File: src/rtl/ras_circular.sv
// Circular return-address stack with power-of-two depth, a selectable full-stack policy,
// same-cycle push+pop replace, flush and a saturating lost-push counter.
module ras_circular #(
    parameter int unsigned VLEN             = 32,
    parameter int unsigned DEPTH            = 2,
    parameter int unsigned OVERWRITE_OLDEST = 1,
    parameter int unsigned DROP_CNT_W       = 8
) (
    input  logic                       clk_i,
    input  logic                       rst_i,
    input  logic                       flush_i,
    input  logic                       push_i,
    input  logic                       pop_i,
    input  logic [VLEN-1:0]            data_i,
    output logic                       top_valid_o,
    output logic [VLEN-1:0]            top_addr_o,
    output logic [$clog2(DEPTH+1)-1:0] count_o,
    output logic                       full_o,
    output logic [DROP_CNT_W-1:0]      drop_cnt_o
);

    localparam int unsigned PW = $clog2(DEPTH);
    localparam int unsigned CW = $clog2(DEPTH + 1);

    localparam logic [PW-1:0]         TP_ONE    = PW'(1);
    localparam logic [PW-1:0]         TP_ZERO   = {PW{1'b0}};
    localparam logic [CW-1:0]         CNT_ONE   = CW'(1);
    localparam logic [CW-1:0]         CNT_ZERO  = {CW{1'b0}};
    localparam logic [CW-1:0]         CNT_FULL  = CW'(DEPTH);
    localparam logic [DROP_CNT_W-1:0] DROP_ONE  = DROP_CNT_W'(1);
    localparam logic [DROP_CNT_W-1:0] DROP_SAT  = {DROP_CNT_W{1'b1}};
    localparam logic [DROP_CNT_W-1:0] DROP_ZERO = {DROP_CNT_W{1'b0}};

    logic [VLEN-1:0]       mem_q [DEPTH];
    logic [PW-1:0]         tp_q, tp_d;
    logic [CW-1:0]         count_q, count_d;
    logic [DROP_CNT_W-1:0] drop_q, drop_d;
    logic                  we_s;
    logic [PW-1:0]         waddr_s;
    logic                  empty_s;
    logic                  full_s;

    assign empty_s = (count_q == CNT_ZERO);
    assign full_s  = (count_q == CNT_FULL);

    // Next-state selection; flush dominates, then replace, then push, then pop.
    always_comb begin
        tp_d    = tp_q;
        count_d = count_q;
        drop_d  = drop_q;
        we_s    = 1'b0;
        waddr_s = tp_q;
        if (flush_i) begin
            tp_d    = TP_ZERO;
            count_d = CNT_ZERO;
        end else if (push_i && pop_i && !empty_s) begin
            we_s    = 1'b1;
            waddr_s = tp_q;
        end else if (push_i) begin
            if (!full_s) begin
                tp_d    = tp_q + TP_ONE;
                waddr_s = tp_q + TP_ONE;
                we_s    = 1'b1;
                count_d = count_q + CNT_ONE;
            end else begin
                if (drop_q != DROP_SAT) begin
                    drop_d = drop_q + DROP_ONE;
                end else begin
                    drop_d = drop_q;
                end
                // Wrapping onto the oldest slot keeps the newest DEPTH addresses.
                if (OVERWRITE_OLDEST != 0) begin
                    tp_d    = tp_q + TP_ONE;
                    waddr_s = tp_q + TP_ONE;
                    we_s    = 1'b1;
                end else begin
                    we_s    = 1'b0;
                end
            end
        end else if (pop_i) begin
            if (!empty_s) begin
                tp_d    = tp_q - TP_ONE;
                count_d = count_q - CNT_ONE;
            end else begin
                tp_d    = tp_q;
            end
        end else begin
            we_s = 1'b0;
        end
    end

    // Pointer, occupancy and lost-push counter registers.
    always_ff @(posedge clk_i or posedge rst_i) begin
        if (rst_i) begin
            tp_q    <= TP_ZERO;
            count_q <= CNT_ZERO;
            drop_q  <= DROP_ZERO;
        end else begin
            tp_q    <= tp_d;
            count_q <= count_d;
            drop_q  <= drop_d;
        end
    end

    // Entry storage; popped and flushed entries keep their contents.
    always_ff @(posedge clk_i or posedge rst_i) begin
        if (rst_i) begin
            for (int i = 0; i < int'(DEPTH); i++) begin
                mem_q[i] <= {VLEN{1'b0}};
            end
        end else if (we_s) begin
            mem_q[waddr_s] <= data_i;
        end else begin
            mem_q[waddr_s] <= mem_q[waddr_s];
        end
    end

    assign top_addr_o  = mem_q[tp_q];
    assign top_valid_o = !empty_s;
    assign count_o     = count_q;
    assign full_o      = full_s;
    assign drop_cnt_o  = drop_q;

endmodule
File: config.mk
export PLATFORM = sky130hd
export DESIGN_NAME = ras_circular
export DESIGN_NICKNAME = d
export VERILOG_FILES = /design/src/rtl/ras_circular.sv
export SDC_FILE = /design/constraint.sdc
export NUM_CORES = 1
export LEC_CHECK = 0
export CAP_MARGIN = 0
export CORE_ASPECT_RATIO = 0.6
export CORE_UTILIZATION = 30
export CTS_BUF_LIST = sky130_fd_sc_hd__clkbuf_8
export DETAILED_ROUTE_END_ITERATION = 12
export PLACE_DENSITY = 0.56
export SKIP_CTS_REPAIR_TIMING = 1
export SYNTH_ARGS = -nofsm -noshare
export SYNTH_HDL_FRONTEND = slang
export SYNTH_SLANG_ARGS = --single-unit
File: constraint.sdc
create_clock -name clk_i -period 5.8 [get_ports clk_i]
set_input_delay 1.16 -clock clk_i [delete_from_list [all_inputs] [get_ports clk_i]]
set_output_delay 1.16 -clock clk_i [all_outputs]
set_load 0.005 [all_outputs]
# == Word-level counts from Yosys, hierarchy flattened ==
# Cells that the tools add are included.
# op_classes
addsub,5
magnitude_cmp,3
eq_ne,5
muxes,28
n_bitwise,4
reduce_logical,9
# op_table
operator,count
two-way mux 32 bit,7
bitwise mux 64 bit,2
two-way mux 64 bit,1
demux 32 bit (select 1 bit),1
two-way mux 2 bit,6
two-way mux 1 bit,11
"adder 8 x 1 -> 8 bit, second input constant",1
"!= test 8 bit, second input constant",1
"!= test 3 bit, second input constant",2
AND reduction 5 bit,1
"greater-or-equal comparator 2 bit, second input constant",2
NOT 1 -> 2 bit,2
AND reduction 4 bit,1
logical AND 1 bit,3
AND reduction 3 bit,1
nonzero test 3 bit,1
"adder 2 x 1 -> 2 bit, second input constant",1
"== test 2 bit, second input constant",1
logical NOT 2 bit,1
"less-than comparator 2 x 1 -> 1 bit, second input constant",1
"!= test 2 bit, second input constant",1
NOT 1 bit,2
"subtractor 2 x 1 -> 2 bit, second input constant",1
"adder 1 bit, second input constant",1
other kinds (2),2
# totals
register_bits,75
in_bits,37
out_inout_bits,44
word_cells,59

# == Depth between registers and ports, before layout ==
# depth
word_depth,12
ltp_mapped,5
mapped_depth_nobuf,4

# == Worst setup path before layout ==
# OpenSTA, ideal clock, no wires.
# synth_timing
path_type,input to register
from,input push_i
to,register mem_q[19] in the netlist's numbering
setup_ns,0.125
arrival_time_ns,2.496
required_time_ns,5.675
slack_ns,3.179
cell_stages,5
n_path_buf,2
path_cell_list,buf_2 or3b_1 mux2i_4 buf_6 mux2_2
# synth_via
elab_chain_len,11
word_cells_on_any_way,20
classes_between,order compare (2); mux (14); bitwise (1); reduce/logical (3)
# synth_rtl
item,line_no,source
"start, declared",12,"input logic push_i,"
logical AND 1 bit (2 in series),56,end else if (push_i && pop_i && !empty_s) begin
two-way mux 1 bit,56,
two-way mux 1 bit,53,if (flush_i) begin
NOT 1 -> 2 bit (implied by the code),"112, 114",
greater-or-equal comparator 2 bit (implied by the code) / less-than comparator 2 x 1 -> 1 bit (equally long branches),"112, 114",
logical AND 1 bit (implied by the code),"112, 114",
two-way mux 32 bit (implied by the code),"112, 114",
demux 32 bit (select 1 bit),"112, 114",
"bitwise mux 64 bit, on equally long branches","114, 112",
two-way mux 64 bit (*),111,end else if (we_s) begin
"end signal, assigned by index",109,mem_q[i] <= {VLEN{1'b0}};
"end signal, assigned by index",112,mem_q[waddr_s] <= data_i;
"end signal, assigned by index",114,mem_q[waddr_s] <= mem_q[waddr_s];
"end, declared",34,logic [VLEN-1:0] mem_q [DEPTH];
# Every way passes the cells marked *; elsewhere a longest branch is shown, timed or not. The select of a mux whose other input is x is not followed.
# A chain may end at the register's enable or synchronous reset.

# == Final worst setup path ==
# layout_timing
from,register tp_q
to,output top_addr_o[0]
# layout_via
elab_chain_len,4
# layout_rtl
item,line_no,source
"start, declared",35,"logic [PW-1:0] tp_q, tp_d;"
"start signal, assigned",99,tp_q <= tp_d;
NOT 1 -> 2 bit (implied by the code),118,assign top_addr_o = mem_q[tp_q];
two-way mux 32 bit (implied by the code) (3 in series),118,
"end, declared",16,"output logic [VLEN-1:0] top_addr_o,"
# Every way passes these cells. The select of a mux whose other input is x is not followed.

==> flow_metrics.tcl <==
set metrics [dict create \
    crit_chain "buf_4 > mux2_2 > clkdlybuf4s50_1" \
    num_vias 2148 \
    place_ws_ns 2.01 \
    grt_use_met3_pct 6.04 \
    synth.ff_latch_count 75 \
    grt_usage_pct 13.7 \
    drt_pass1_iterations 4 \
    syn_avg_cell_area_sq_um 14.6 \
    start_util_pct 31.8 \
    syn_nets 275 \
    arrival_ns 2.43 \
    area_growth_pct 32.1 \
    stdcell_count 464 \
    slew_violations 0 \
    min_delay_path_depth 1 \
    gp_congestion 0.799 \
    p_leak_uw 0.00187 \
    ys_types 40 \
    cts.sinks 75 \
    nFillCells 1034 \
    synth-edff-count 0 \
    initialDrtViolationCount 91 \
    core_sq_um 10900 \
    gr-usage-met2_pct 18.1 \
    placedCellCount 448 \
    drc 0 \
    fin_crit_ns 3.59 \
    ys_seq_area_share_pct 54.2 \
    crit_path_max_fanout 21 \
    first_global_vias 2301 \
    via_per_inst 4.63 \
    ir_worst_vdd_v 0.000150 \
    yosysWarnings 0 \
    crit_type "reg2out" \
    crit_slowest_cell "dfrtp_1" \
    multi_input_area_sq_um 1490 \
    async_flop_share_pct 100 \
    wirelength_um 7450 \
    io_pins 81 \
    cp-start-kind "flip-flop" \
    layout-drive-gt1-share_pct 32.9 \
    required_ns 4.64 \
    fin_area_sq_um 4570 \
    nets 358 \
    status "complete, no violations" \
    max-cap-violations 0 \
    finalHoldViolCount 0 \
    fin_skew_ns 0.00965 \
    die_h_um 85.2 \
    setup_viol 0 \
    gr-usage-met1_pct 19.7 \
    grt.busiest_layer "met1" \
    routedWlPerCell_um 16.1 \
    placement.io_buffers 80 \
    clockBufferDepth 2 \
    synth_flop_cell "dfrtp_1" \
    regArea_sq_um 1880 \
    placementRows 29 \
    root_buffer "clkbuf_8" \
    diodes 0 \
    grt_pass1_wl_um 12300 \
    setup-tns-final_ns 0 \
    syn_area_sq_um 3460 \
    p_total_uw 1660 \
    grt_max_degree 42 \
    path_clk_slew_ns 0.07 \
    timing.fmax_ghz 0.278 \
    power_density_nw_per_um2 364 \
    clk_latency_ns 0.35 \
    worst_slack_ns 2.21 \
    antenna_found_initial 0 \
    relSlewSlack_pct 51.2 \
    cts_tree "yes" \
    postPlaceCellArea_sq_um 4380 \
    end_kind "output port" \
    rsz0062_at_grt "false" \
    final_antenna_net_count 0 \
    cts_buffers 9 \
    die_w_um 141 \
    fp.dieArea_sq_um 12000 \
    worst_pin_slew_ns 0.731 \
    dp_hpwl_um 4970 \
    htree_levels 3 \
    cpPeakStageDelay_ns 0.78 \
    hold_path.class "reg2reg" \
    ff2ff_path_depth 5 \
    synth_cells 237 \
    grt_overflow 0 \
    finalCritPeriodShare_pct 61.9 \
]
-- flip-flops by register name, indices dropped and copies added, names as in the netlist --
name / flops
tp_q: 1
mem_q: 64
count_o: 2
drop_cnt_o: 8
-- final timing paths --
| path | from | endpoint | slack [ns] |
|---|---|---|---|
| worst max-delay path | tp_q | top_addr_o[0] | 2.21 |
| worst min-delay path | mem_q[32] | mem_q[32] | 0.49 |
| worst max register to register | tp_q | mem_q[63] | 2.86 |
| worst min register to register | mem_q[32] | mem_q[32] | 0.49 |
| max in group asynchronous | rst_i | drop_cnt_o[3] | 3.51 |
| min in group asynchronous | rst_i | mem_q[62] | 1.26 |
-- cells in the mapped netlist, types with 3 or more instances --
cell type / count / area share, %
a211oi_1: 3 / 0.65
a21oi_1: 4 / 0.58
buf_1: 3 / 0.33
buf_2: 3 / 0.43
buf_4: 3 / 0.65
buf_6: 3 / 0.98
dfrtp_1: 75 / 54
inv_1: 3 / 0.33
mux2_1: 12 / 3.9
mux2_2: 85 / 28
nand2_1: 5 / 0.54
-- placed cells by master (no fill, tap or decap), types with 2 or more instances in the layout --
cell             count
mux2i_1              2
and4_1               2
clkbuf_8            10
a21oi_1              4
nor2_1               2
clkdlybuf4s50_1     80
mux2_2              85
buf_4                4
nand2_1              5
nand2b_1             2
a211oi_1             3
nor2b_1              2
nand4_1              2
xnor2_1              2
dfrtp_1             75
inv_1                6
xor2_1               2
mux2_1              12
mux2i_4              2
-- final cells by class --
class,count,area share (%)
sequential,75,41.1
clock buffer,10,3.01
clock inverter,6,1.10
inverter,3,0.246
multi-input combinational,147,32.6
timing repair buffer,84,18.2
tap,139,3.81
-- per-layer routing --
metal | wire length [um] | vias to the layer above
met2 | 2950 | 68
met3 | 582 | 7
met4 | 67 | 0
met5 | 0 | -
met1 | 3850 | 1043
li1 | - | 1030
-- stage by stage --
stage	utilization, %	hold WS, ns
2_1_floorplan	-	0.452
3_3_place_gp	40.3	0.463
3_5_place_dp	40.3	0.472
4_1_cts	42.0	0.490
5_1_grt	42.0	0.508
6_report	42.0	0.487
-- cell families after synthesis --
logic type / share of synthesized area [%]
AO/OA/AOI/OAI: 2.39
XOR/XNOR: 1.01
adder cells (fa/ha/maj): 0.362
buffers and inverters: 2.71
flip-flops: 54.2
multiplexers: 33.9
AND/OR/NAND/NOR: 5.39
-- worst max-delay path: cells and delay by family, from the launching register on --
family,cells,cell delay [ns]
buf+inv,2,0.89
flops,1,0.78
mux,1,0.41
-- report_power, final --
part           internal [uW]  total [uW]  switching (uW)
Sequential               672         746            73.5
Clock                    204         382             178
Combinational            370         535             165
Total                   1250        1660             417
Power figures use the tool's default switching activity.
